`config.mk`:
```
export PLATFORM = sky130hd
export DESIGN_NAME = unlock_ctrl_flat
export DESIGN_NICKNAME = d
export VERILOG_FILES = /design/src/rtl/unlock_if.sv /design/src/rtl/unlock_ctrl.sv /design/src/flat_wrapper.sv
export SDC_FILE = /design/constraint.sdc
export NUM_CORES = 1
export LEC_CHECK = 0
export ABC_AREA = 1
export BUFFER_PORTS_ARGS = -buffer_cell sky130_fd_sc_hd__buf_2
export CORE_MARGIN = 3
export CORE_UTILIZATION = 60
export DETAILED_ROUTE_END_ITERATION = 8
export PLACE_DENSITY = 0.83
export SLEW_MARGIN = 20
export SYNTH_ARGS = -nofsm -noshare
export SYNTH_HDL_FRONTEND = slang
export SYNTH_SLANG_ARGS = --single-unit
```
`constraint.sdc`:
```
create_clock -name clk -period 2.9 [get_ports clk]
set_input_delay 0.58 -clock clk [delete_from_list [all_inputs] [get_ports clk]]
set_output_delay 0.58 -clock clk [all_outputs]
set_load 0.01 [all_outputs]
```
`src/rtl/unlock_if.sv`:
```
// Status/control bundle between the access controller and the board I/O.
interface unlock_if;
  logic       check;
  logic       match;
  logic       open;
  logic       alarm;
  logic [1:0] tries_left;
  logic [6:0] seg;
  logic       r_led;
  logic       g_led;
  logic       b_led;

  modport slave (
    input  check, match,
    output open, alarm, tries_left, seg, r_led, g_led, b_led
  );

  modport master (
    output check, match,
    input  open, alarm, tries_left, seg, r_led, g_led, b_led
  );
endinterface

```
`src/rtl/unlock_ctrl.sv`:
```
// Open/deny decision, failed-attempt counting and timed lockout with a
// seconds countdown on one seven-segment digit plus status LED and alarm.
module unlock_ctrl #(
  parameter int unsigned TICK_DIV  = 1_000_000,
  parameter int unsigned MAX_TRIES = 3,
  parameter int unsigned OPEN_SEC  = 5,
  parameter int unsigned LOCK_SEC  = 9
) (
  input  logic     clk,
  input  logic     rst_n,
  unlock_if.slave  bus
);

  localparam int unsigned PW = (TICK_DIV > 2) ? $clog2(TICK_DIV) : 1;

  typedef enum logic [1:0] {
    S_IDLE    = 2'd0,
    S_OPEN    = 2'd1,
    S_LOCKOUT = 2'd2
  } state_t;

  state_t         state_q, state_d;
  logic [1:0]     fail_q, fail_d;
  logic [3:0]     timer_q, timer_d;
  logic [PW-1:0]  presc_q, presc_d;
  logic           check_q;
  logic           open_q, open_d;
  logic           alarm_q, alarm_d;
  logic [1:0]     tries_q, tries_d;
  logic [6:0]     seg_q, seg_d;
  logic           r_q, r_d;
  logic           g_q, g_d;
  logic           b_q, b_d;
  logic           att_c;
  logic           tick_c;
  logic [2:0]     fail_inc_c;

  // Digit 0..9 to active-high a..g pattern (bit0 = a).
  function automatic logic [6:0] seg_decode(input logic [3:0] d);
    case (d)
      4'd0:    seg_decode = 7'h3F;
      4'd1:    seg_decode = 7'h06;
      4'd2:    seg_decode = 7'h5B;
      4'd3:    seg_decode = 7'h4F;
      4'd4:    seg_decode = 7'h66;
      4'd5:    seg_decode = 7'h6D;
      4'd6:    seg_decode = 7'h7D;
      4'd7:    seg_decode = 7'h07;
      4'd8:    seg_decode = 7'h7F;
      4'd9:    seg_decode = 7'h6F;
      default: seg_decode = 7'h00;
    endcase
  endfunction

  // State register, counters and registered outputs.
  always_ff @(posedge clk or negedge rst_n) begin
    if (!rst_n) begin
      state_q <= S_IDLE;
      fail_q  <= 2'd0;
      timer_q <= 4'd0;
      presc_q <= '0;
      check_q <= 1'b1;
      open_q  <= 1'b0;
      alarm_q <= 1'b0;
      tries_q <= 2'(MAX_TRIES);
      seg_q   <= 7'h00;
      r_q     <= 1'b0;
      g_q     <= 1'b0;
      b_q     <= 1'b1;
    end else begin
      state_q <= state_d;
      fail_q  <= fail_d;
      timer_q <= timer_d;
      presc_q <= presc_d;
      check_q <= bus.check;
      open_q  <= open_d;
      alarm_q <= alarm_d;
      tries_q <= tries_d;
      seg_q   <= seg_d;
      r_q     <= r_d;
      g_q     <= g_d;
      b_q     <= b_d;
    end
  end

  // Next-state logic; outputs are derived from the next state so they
  // change on the same edge that takes the attempt or tick.
  always_comb begin
    state_d    = state_q;
    fail_d     = fail_q;
    timer_d    = timer_q;
    presc_d    = '0;
    att_c      = bus.check & ~check_q;
    tick_c     = (state_q != S_IDLE) && (presc_q == PW'(TICK_DIV - 1));
    fail_inc_c = {1'b0, fail_q} + 3'd1;

    case (state_q)
      S_IDLE: begin
        if (att_c) begin
          if (bus.match) begin
            state_d = S_OPEN;
            timer_d = 4'(OPEN_SEC);
            fail_d  = 2'd0;
          end else if (fail_inc_c < 3'(MAX_TRIES)) begin
            fail_d  = fail_inc_c[1:0];
          end else begin
            state_d = S_LOCKOUT;
            timer_d = 4'(LOCK_SEC);
            fail_d  = 2'd0;
          end
        end
      end
      S_OPEN, S_LOCKOUT: begin
        presc_d = tick_c ? '0 : PW'(presc_q + 1'b1);
        if (tick_c) begin
          if (timer_q == 4'd1) begin
            timer_d = 4'd0;
            state_d = S_IDLE;
          end else begin
            timer_d = timer_q - 4'd1;
          end
        end
      end
      default: state_d = S_IDLE;
    endcase

    // Every state entry restarts a full second.
    if (state_d != state_q) presc_d = '0;

    open_d  = (state_d == S_OPEN);
    alarm_d = (state_d == S_LOCKOUT);
    tries_d = 2'(MAX_TRIES) - fail_d;
    seg_d   = (state_d == S_IDLE) ? 7'h00 : seg_decode(timer_d);
    r_d     = 1'b0;
    g_d     = 1'b0;
    b_d     = 1'b0;
    case (state_d)
      S_OPEN:    g_d = 1'b1;
      S_LOCKOUT: r_d = (state_q != S_LOCKOUT) ? 1'b1 : (tick_c ? ~r_q : r_q);
      default:   b_d = 1'b1;
    endcase
  end

  assign bus.open       = open_q;
  assign bus.alarm      = alarm_q;
  assign bus.tries_left = tries_q;
  assign bus.seg        = seg_q;
  assign bus.r_led      = r_q;
  assign bus.g_led      = g_q;
  assign bus.b_led      = b_q;

endmodule

```
`src/flat_wrapper.sv`:
```
// flat-port wrapper written by rule: the top's interface ports become plain ports
module unlock_ctrl_flat 
#(
  parameter int unsigned TICK_DIV  = 1_000_000,
  parameter int unsigned MAX_TRIES = 3,
  parameter int unsigned OPEN_SEC  = 5,
  parameter int unsigned LOCK_SEC  = 9
)
  (clk, rst_n, bus_check, bus_match, bus_open, bus_alarm, bus_tries_left, bus_seg, bus_r_led, bus_g_led, bus_b_led);
  unlock_if bus_i ();
  input  logic clk;
  input  logic rst_n;
  input wire logic [$bits(bus_i.check)-1:0] bus_check;
  input wire logic [$bits(bus_i.match)-1:0] bus_match;
  output wire logic [$bits(bus_i.open)-1:0] bus_open;
  output wire logic [$bits(bus_i.alarm)-1:0] bus_alarm;
  output wire logic [$bits(bus_i.tries_left)-1:0] bus_tries_left;
  output wire logic [$bits(bus_i.seg)-1:0] bus_seg;
  output wire logic [$bits(bus_i.r_led)-1:0] bus_r_led;
  output wire logic [$bits(bus_i.g_led)-1:0] bus_g_led;
  output wire logic [$bits(bus_i.b_led)-1:0] bus_b_led;
  assign bus_i.check = bus_check;
  assign bus_i.match = bus_match;
  assign bus_open = bus_i.open;
  assign bus_alarm = bus_i.alarm;
  assign bus_tries_left = bus_i.tries_left;
  assign bus_seg = bus_i.seg;
  assign bus_r_led = bus_i.r_led;
  assign bus_g_led = bus_i.g_led;
  assign bus_b_led = bus_i.b_led;
  unlock_ctrl #(.TICK_DIV(TICK_DIV), .MAX_TRIES(MAX_TRIES), .OPEN_SEC(OPEN_SEC), .LOCK_SEC(LOCK_SEC)) u_core (.clk(clk), .rst_n(rst_n), .bus(bus_i));
endmodule
```
==> metrics.md, run 1 <==
| Metric | Value |
|---|---|
| Clk slew on worst S/H paths | `0.08 ns` |
| Post-synthesis sequential area ratio | `40.60%` |
| Std-Cell Rows | `23` |
| Worst-path cell chain | `inv_1, ha_1, inv_2, nand3_2, nor2_4, nand3_4, nand2_4, nand2_1, nand2_1, nand2_1, nand2_1, nand2_1, nand3_2, nor2_1` |
| Largest delay share family, worst path | `simple AND/OR/NAND/NOR gates` |
| Worst-path fanout max | `20` |
| CTS sink count | `42` |
| Cts hold-fix bufs | `0` |
| Die Area | `5162 µm²` |
| Setup repair after global routing missed its margin | `false` |
| Crit. End Element | `register` |
| Static leakage | `0.001441 µW` |
| Finished Layout Cells | `407` |
| Detailed placer's ending HPWL | `4.078 mm` |
| DRT iter0 DRCs | `199` |
| Cts repair resizes | `0` |
| Crit start category | `register` |
| Seq. cell area | `1056 µm²` |
| Initial Util | `63.66%` |
| Clock Skews | `0.006739 ns` |
| Largest net degree at the start of global routing | `43` |
| First-pass GRT wire length | `9.673 mm` |
| Pwr per Cell Area | `1009 nW/µm²` |
| Setup violations, final | `0` |
| R2r startpoint | `u_core.state_q[1]` |
| Cell count after synthesis | `338` |
| Tcrit/Tclk final | `86.01%` |
| Die W | `71.85 µm` |
| Number of global-route vias before repair | `2157` |
| CTS tree | `built` |
| Antenna Violating Nets Remaining | `0` |
| Final Hold Viols | `0` |
| GRT Residual Overflow | `0` |
| Hold Crit Class | `in -> reg` |
| Routed vias/inst | `5.430` |
| N_diodes | `0` |
| Post-CTS setup buffer count | `0` |
| Dpl cells | `399` |
| Most frequent CP cell | `nand2_1` |
| Worst VDD drop | `0.7845 mV` |
| Max_cap viols | `0` |
| Synth Net Count | `356` |
| Clock root buffer | `clkbuf_8` |
| Avg WL per Cell | `13.48 µm` |
| Core Box Area | `4086 µm²` |
| Port bufs | `17` |
| Crit path DAT | `2.71 ns` |
| Syn. warnings | `0` |
| Worst Tran Pin Value | `0.9310 ns` |
| Final #Nets | `374` |
| Post-Syn Area | `2601 µm²` |
| Clock Tree Buf Depth | `2` |
| Layout cells sized above 1 | `19.33%` |
| Min-delay src | `bus_check` |
| FILL cells | `333` |
| Finished Core Util | `69.53%` |
| Initial antenna violation count | `0` |
| Syn avg cell area | `7.696 µm²` |
| Fmax | `400.9 MHz` |
| Gr usage total | `23.92%` |
| Distinct cells, synth | `36` |
| Area occupied by multi-input gates | `1326 µm²` |
| Synthesis-to-finish area growth | `9.235%` |
| CTS HTree Levels | `2` |
| Outcome | `complete, no violations` |
| Post-route setup TNS | `0 ns` |
| DRT Wirelength | `5.488 mm` |
| Num CTS Buffers | `5` |
| Critical path class | `reg -> reg` |
| #FFs+latches synth | `42` |
| Crit path launch | `u_core.state_q[1]` |
| Vias | `2210` |
| Slew Limit Headroom | `37.93%` |
| Placer congestion estimate | `0.8764` |
| Clk Latency, worst-skew pair | `0.30 ns` |
| Buf/Inv on CP | `2` |
| Period minus WS final | `2.494 ns` |
| Drt drc | `0` |
| Critical Path Slowest Stage Cell | `dfrtp_1` |
| First-pass DRT Iterations | `5` |
| CP peak stage delay | `0.41 ns` |
| Final slew viol count | `0` |
| CP required | `3.12 ns` |
| Chip height | `71.85 µm` |
| Num ports | `18` |
==> through the flow <==
| step | hold slack [ns] | setup WS (ns) | power [µW] | area (µm²) |
|---|---|---|---|---|
| 2_1_floorplan | 0.2844 | 0.6720 | 2009 | 2601 |
| 3_3_place_gp | 0.4864 | 0.6040 | 2236 | 2699 |
| 3_5_place_dp | 0.4856 | 0.4780 | 2295 | 2699 |
| 4_1_cts | 0.3810 | 0.4025 | 2881 | 2841 |
| 5_1_grt | 0.3858 | 0.1581 | 3116 | 2841 |
| 6_report | 0.3846 | 0.4057 | 2867 | 2841 |
==> power breakdown <==
group / total (µW) / switching, µW / internal, µW
sequential: 822 / 71.2 / 751
clock: 575 / 208 / 367
combinational: 1470 / 1020 / 451
==> cells in the final DEF, fill, tap and decap left out, drive strengths merged <==
| cell | count |
|---|---|
| or2 | 7 |
| inv | 44 |
| dfstp | 4 |
| clkbuf | 6 |
| and2 | 1 |
| xor2 | 3 |
| clkinv | 1 |
| a31oi | 1 |
| buf | 17 |
| nand3 | 29 |
| dfrtp | 38 |
| a21o | 1 |
| nand2 | 90 |
| nor3 | 8 |
| o21ai | 11 |
| nor2 | 60 |
| bufinv | 2 |
| ha | 14 |
| o31ai | 1 |
| a21oi | 12 |
| nand4 | 5 |
| nand3b | 2 |
==> worst reg2reg max path: stages (launching register included) <==
cell and delay [ns]:
dfrtp_1 0.41, inv_1 0.14, ha_1 0.31, inv_2 0.07
nand3_2 0.09, nor2_4 0.05, nand3_4 0.11, nand2_4 0.12
nand2_1 0.13, nand2_1 0.08, nand2_1 0.09, nand2_1 0.11
nand2_1 0.10, nand3_2 0.35, nor2_1 0.23
==> cells in the mapped netlist <==
master / count / area share, %
nand2_4: 3 / 1.3
a31oi_1: 1 / 0.24
and2_1: 1 / 0.24
nor2_1: 49 / 7.1
dfstp_2: 4 / 4.0
nand2_2: 7 / 1.7
buf_6: 1 / 0.43
or2_2: 6 / 1.4
or2_1: 1 / 0.24
o21ai_0: 10 / 1.9
o31ai_1: 1 / 0.29
buf_4: 2 / 0.58
xor2_1: 3 / 1.0
nand3_4: 1 / 0.67
inv_2: 3 / 0.43
dfrtp_1: 38 / 37
a21oi_4: 1 / 0.63
buf_8: 1 / 0.58
nor2_2: 8 / 1.9
nor2_4: 3 / 1.3
inv_1: 41 / 5.9
ha_1: 14 / 6.7
buf_2: 1 / 0.19
nand3_2: 4 / 1.5
a21o_1: 1 / 0.29
a21oi_1: 10 / 1.9
o21ai_2: 1 / 0.34
nor3_1: 6 / 1.2
nor3_2: 2 / 0.77
nand4_1: 5 / 1.2
nand3_1: 24 / 4.6
a21oi_2: 1 / 0.34
clkbuf_1: 1 / 0.14
nand3b_1: 2 / 0.58
nand2_1: 80 / 12
clkinv_1: 1 / 0.14
==> final timing paths <==
| kind | endpoint | slack, ns | depth (start not counted) |
|---|---|---|---|
| worst max-delay path | u_core.presc_q[8] | 0.41 | 14 |
| worst min-delay path | u_core.check_q | 0.38 | 1 |
| worst max register to register | u_core.presc_q[8] | 0.41 | 14 |
| worst min register to register | u_core.bus.tries_left[0] | 0.52 | 1 |
| max in group asynchronous | u_core.timer_q[2] | 1.90 | 1 |
| min in group asynchronous | u_core.presc_q[4] | 0.42 | 1 |
==> layer usage <==
layer / wire, µm / GRT usage [%] / up-vias
li1: - / - / 1089
met1: 2326 / 30.98 / 1033
met2: 2745 / 39.80 / 71
met3: 272 / 3.506 / 17
met4: 143 / 10.44 / 0
met5: 0 / 0 / -
==> state kept, by name, indices dropped and copies added (netlist names) <==
| name | cells |
|---|---|
| u_core.bus.seg | 7 |
| u_core.bus.r_led | 1 |
| u_core.check_q | 1 |
| u_core.timer_q | 4 |
| u_core.presc_q | 20 |
| u_core.fail_q | 2 |
| u_core.bus.alarm | 1 |
| u_core.bus.g_led | 1 |
| u_core.state_q | 2 |
| u_core.bus.b_led | 1 |
| u_core.bus.tries_left | 2 |
==> kinds of logic after synthesis <==
logic type | Yosys count | share of synthesized area, %
AND/OR/NAND/NOR | 202 | 37.28
buffers and inverters | 51 | 8.417
flip-flops | 42 | 40.60
AO/OA/AOI/OAI | 26 | 5.965
adder cells (fa/ha/maj) | 14 | 6.734
XOR/XNOR | 3 | 1.010
==> area by class of cell <==
type,count,area share [%]
Multi-Input combinational cell,245,46.68
Sequential cell,42,37.16
Inverter,45,5.945
Timing Repair Buffer,17,2.994
Clock buffer,6,2.906
Tap cell,50,2.202
Clock inverter,2,2.114
Note: power is estimated with default switching activity, not from simulation.
==> run 2, diff against run 1 <==
- RECOVER_POWER: default -> 25
==> run 2 against run 1 <==
- the run now ends with max-capacitance violations, max-slew violations left
- final cell count is the same
- flip-flop and latch count did not move
- setup slack is essentially flat
- clock skew barely moved
- non-clock buffer count unchanged
- clock-buffer cell count unchanged
- critical path type unchanged
- largest power group unchanged
==> metrics.md, run 2 (same netlist as run 1, synthesis figures left out) <==
| Metric | Value |
|---|---|
| Die Area | `5162 µm²` |
| Fmax | `400.9 MHz` |
| Setup violations, final | `0` |
| Routed vias/inst | `5.418` |
| CTS tree | `built` |
| Clk slew on worst S/H paths | `0.08 ns` |
| Port bufs | `17` |
| Number of global-route vias before repair | `2157` |
| Crit path launch | `u_core.state_q[1]` |
| Critical path class | `reg -> reg` |
| Static leakage | `0.001436 µW` |
| Hold Crit Class | `in -> reg` |
| Crit path DAT | `2.71 ns` |
| Largest net degree at the start of global routing | `43` |
| CTS HTree Levels | `2` |
| Placer congestion estimate | `0.8764` |
| Std-Cell Rows | `23` |
| First-pass GRT wire length | `9.673 mm` |
| Worst-path fanout max | `20` |
| R2r startpoint | `u_core.state_q[1]` |
| Initial antenna violation count | `0` |
| Avg WL per Cell | `13.48 µm` |
| Antenna Violating Nets Remaining | `0` |
| First-pass DRT Iterations | `4` |
| Pwr per Cell Area | `1010 nW/µm²` |
| Most flops, register | `u_core.presc_q` |
| Setup repair after global routing missed its margin | `false` |
| Crit start category | `register` |
| Num CTS Buffers | `5` |
| Synthesis-to-finish area growth | `9.139%` |
| Commonest non-fill, non-tap cell in the layout | `nand2_1` |
| Core Box Area | `4086 µm²` |
| Clock Skews | `0.006717 ns` |
| Max_cap viols | `1` |
| Chip height | `71.85 µm` |
| Max reg flops | `20` |
| Failing checks | `max-capacitance violations, max-slew violations` |
| Detailed placer's ending HPWL | `4.078 mm` |
| Layout cells sized above 1 | `18.77%` |
| Clock root buffer | `clkbuf_8` |
| Final Hold Viols | `0` |
| Outcome | `finished, violations left` |
| Post-route setup TNS | `0 ns` |
| Final #Nets | `374` |
| Die W | `71.85 µm` |
| Tcrit/Tclk final | `86.02%` |
| Worst Tran Pin Value | `2.235 ns` |
| Clk Latency, worst-skew pair | `0.30 ns` |
| Drt drc | `0` |
| Period minus WS final | `2.495 ns` |
| FILL cells | `334` |
| Gr usage total | `23.92%` |
| Slew Limit Headroom | `-49.02%` |
| Clock Tree Buf Depth | `2` |
| Worst VDD drop | `0.7845 mV` |
| DRT iter0 DRCs | `199` |
| Crit. End Element | `register` |
| GRT Residual Overflow | `0` |
| Num ports | `18` |
| DRT Wirelength | `5.486 mm` |
| CTS sink count | `42` |
| Initial Util | `63.66%` |
| CP required | `3.12 ns` |
| Area after DPL | `2699 µm²` |
| Design Area, Final | `2839 µm²` |
| Min-delay src | `bus_check` |
| Cts hold-fix bufs | `0` |
| Most frequent cells in the layout | `nand2_1 (80), nor2_1 (49), inv_1 (41)` |
| N_diodes | `0` |
| Cts repair resizes | `0` |
| Post-CTS setup buffer count | `0` |
| Final slew viol count | `43` |
| Vias | `2205` |
==> run 2: changes by cell type in the layout (fill, tap and decap cells not counted) <==
cell	delta
buf_2	-2
clkbuf_1	+2
==> run 2: worst paths after layout <==
kind	slack (ns)	to	cells after the start
min in group asynchronous	0.93	u_core.fail_q[0]	1
hold reg to reg	0.52	u_core.bus.tries_left[0]	1
setup reg to reg	0.41	u_core.presc_q[8]	14
max in group asynchronous	0.69	u_core.timer_q[2]	1
hold / removal	0.37	u_core.check_q	1
setup / recovery	0.41	u_core.presc_q[8]	14
==> run 2: power breakdown <==
| group | switching, µW | leakage [µW] | internal [µW] |
|---|---|---|---|
| logic | 1020 | 0.000818 | 450 |
| clock network | 208 | 0.0000714 | 367 |
| registers | 71.2 | 0.000546 | 751 |
| total | 1300 | 0.00144 | 1570 |
==> run 2: final cells by class <==
class                      instances  area (µm²)  share of cell area, %
multi-input combinational        245        1326                  46.72
sequential                        42        1056                  37.20
inverter                          45       168.9                  5.950
clock buffer                       6       82.58                  2.909
timing repair buffer              17       82.58                  2.909
tap                               50       62.56                  2.204
clock inverter                     2       60.06                  2.115
==> run 2: routing by layer <==
layer / share of wire (%) / global-route usage, %
met5: 0 / 0
met4: 2.6 / 10.44
met3: 4.9 / 3.506
met2: 50 / 39.80
met1: 42 / 30.98
==> run 2: critical path: stages (launching register included) <==
cell and delay [ns]:
dfrtp_1 0.41, inv_1 0.14, ha_1 0.31, inv_2 0.07, nand3_2 0.09, nor2_4 0.05, nand3_4 0.11, nand2_4 0.12
nand2_1 0.13, nand2_1 0.08, nand2_1 0.09, nand2_1 0.11, nand2_1 0.10, nand3_2 0.35, nor2_1 0.23
==> run 2: metrics by stage <==
| step | cells | worst slack (ns) | hold WS [ns] | util, % | power (µW) |
|---|---|---|---|---|---|
| 4_1_cts | 407 | 0.4025 | 0.3810 | 69.53 | 2881 |
| 5_1_grt | 407 | 0.1581 | 0.3765 | 69.47 | 3116 |
| 3_5_place_dp | 399 | 0.4780 | 0.4856 | 66.04 | 2295 |
| 6_report | 407 | 0.4054 | 0.3668 | 69.47 | 2867 |
| 2_1_floorplan | 338 | 0.6720 | 0.2844 | - | 2009 |
| 3_3_place_gp | 399 | 0.6040 | 0.4864 | 66.04 | 2236 |
==> run 3, diff against run 2 <==
- CORE_UTILIZATION: 60 -> 63
- CTS_BUF_LIST: default -> sky130_fd_sc_hd__clkbuf_4 sky130_fd_sc_hd__clkbuf_8
- PLACE_DENSITY: 0.83 -> 0.87
==> run 3 against run 2 <==
- the flow still finishes with violations (max-capacitance violations, max-slew violations)
- register-to-register slack better by 0.09 ns
- final cell count shrank 0.74%
- clock skew is 0.0026 ns lower
- final area fell by 2.2%
- critical path depth stayed put
==> metrics.md, run 3 (same netlist as run 1, synthesis figures left out) <==
| Metric | Value |
|---|---|
| Outcome | `finished, violations left` |
| Failing checks | `max-capacitance violations, max-slew violations` |
| Crit start category | `register` |
| Worst Tran Pin Value | `2.112 ns` |
| Clk slew on worst S/H paths | `0.07 ns` |
| Slew Limit Headroom | `-40.80%` |
| CP required | `3.13 ns` |
| Clk Latency, worst-skew pair | `0.29 ns` |
| Placement Setup Slack | `0.5062 ns` |
| Internal power | `1387 µW` |
| Avg WL per Cell | `12.34 µm` |
| Psw | `1257 µW` |
| Finished Layout Cells | `404` |
| Worst-path fanout max | `12` |
| Num ports | `18` |
| Clock root buffer | `clkbuf_8` |
| Chip height | `70.26 µm` |
| Final worst slack | `0.4953 ns` |
| Die Area | `4936 µm²` |
| CTS HTree Levels | `2` |
| Worst VDD drop | `0.7377 mV` |
| Clock Tree Buf Depth | `2` |
| Commonest non-fill, non-tap cell in the layout | `nand2_1` |
| Design Power | `2645 µW` |
| Largest net degree at the start of global routing | `43` |
| Switch share | `47.55%` |
| Pwr per Cell Area | `952.1 nW/µm²` |
| Most flops, register | `u_core.presc_q` |
| Final #Nets | `374` |
| Period minus WS final | `2.405 ns` |
| Post-route setup TNS | `0 ns` |
| Fmax | `415.8 MHz` |
| Cts repair resizes | `0` |
| Crit. End Element | `register` |
| Core Box Area | `3826 µm²` |
| Antenna Violating Nets Remaining | `0` |
| Gr usage total | `21.84%` |
| Vias | `2114` |
| Num CTS Buffers | `5` |
| Layout cells sized above 1 | `18.54%` |
| Post-CTS setup buffer count | `0` |
| Setup violations, final | `0` |
| CTS sink count | `42` |
| N_diodes | `0` |
| Clk pwr share | `14.0%` |
| Initial antenna violation count | `0` |
| Most frequent cells in the layout | `nand2_1 (80), nor2_1 (49), inv_1 (41)` |
| Number of global-route vias before repair | `2004` |
| Initial Util | `67.99%` |
| DRT iter0 DRCs | `162` |
| Die W | `70.26 µm` |
| Cts hold-fix bufs | `0` |
| Tcrit/Tclk final | `82.92%` |
| Max_cap viols | `1` |
| Max reg flops | `20` |
| Crit path DAT | `2.63 ns` |
| Std-Cell Rows | `22` |
| Hold Crit Class | `in -> reg` |
| Synthesis-to-finish area growth | `6.782%` |
| First-pass GRT wire length | `8.721 mm` |
| Reg power frac | `30.8%` |
| Detailed placer's ending HPWL | `3.650 mm` |
| Final slew viol count | `43` |
| GRT Residual Overflow | `0` |
| Dpl cells | `397` |
| Critical path class | `reg -> reg` |
| Drt drc | `0` |
| Clock Skews | `0.004068 ns` |
| CTS tree | `built` |
| DRT Wirelength | `4.986 mm` |
| First-pass DRT Iterations | `4` |
| Placer congestion estimate | `0.8976` |
| FILL cells | `285` |
| Setup repair after global routing missed its margin | `false` |
| Static leakage | `0.001409 µW` |
| Port bufs | `17` |
| Final Hold Viols | `0` |
| Routed vias/inst | `5.233` |
| Comb pwr share | `55.2%` |
## run 3: final timing paths
kind / start / slack, ns / depth (start not counted) / to
setup reg to reg: u_core.state_q[0] / 0.50 / 14 / u_core.bus.seg[3]
hold / removal: bus_check / 0.37 / 1 / u_core.check_q
setup / recovery: u_core.state_q[0] / 0.50 / 14 / u_core.bus.seg[3]
max in group asynchronous: rst_n / 0.79 / 1 / u_core.bus.seg[6]
min in group asynchronous: rst_n / 0.89 / 1 / u_core.presc_q[3]
hold reg to reg: u_core.fail_q[0] / 0.50 / 1 / u_core.bus.tries_left[0]
## run 3: critical path: stages (launching register included)
cell	delay, ns
dfrtp_1	0.41
inv_1	0.10
ha_1	0.30
inv_2	0.10
nand3_2	0.09
nor2_4	0.12
nand3_4	0.11
nand2_4	0.16
nand2_4	0.06
a21oi_4	0.20
inv_1	0.10
ha_1	0.27
nor2_1	0.16
nor2_1	0.08
nor2_2	0.07
## run 3: power by group through the flow
stage | sequential [µW] | combinational (µW) | clock, µW
finish | 815 | 1460 | 371
global route | 837 | 1640 | 406
CTS | 815 | 1460 | 378
detailed placement | 825 | 1440 | 0
global placement | 823 | 1400 | 0
floorplan | 863 | 1150 | 0
## run 3: area by class of cell
cell class | instances | area, µm² | area share, %
inverters | 45 | 168.9 | 6.081
flip-flops and latches | 42 | 1056 | 38.02
well taps | 48 | 60.06 | 2.162
clock buffers | 7 | 83.83 | 3.018
multi-input cells | 245 | 1326 | 47.75
repair buffers | 17 | 82.58 | 2.973
## run 3: stage by stage
stage          util, %  hold WS (ns)  cell area, µm²
2_1_floorplan        -        0.2844            2601
3_3_place_gp     70.47        0.4756            2696
3_5_place_dp     70.47        0.4828            2696
4_1_cts          72.66        0.3814            2780
5_1_grt          72.60        0.3760            2778
6_report         72.60        0.3711            2778
## run 3: layer usage
layer	track usage, %	vias up	share of wire, %
met4	9.149	0	2.1
li1	-	1088	-
met3	4.317	10	4.9
met1	28.41	966	46
met5	0	-	0
met2	35.34	50	47
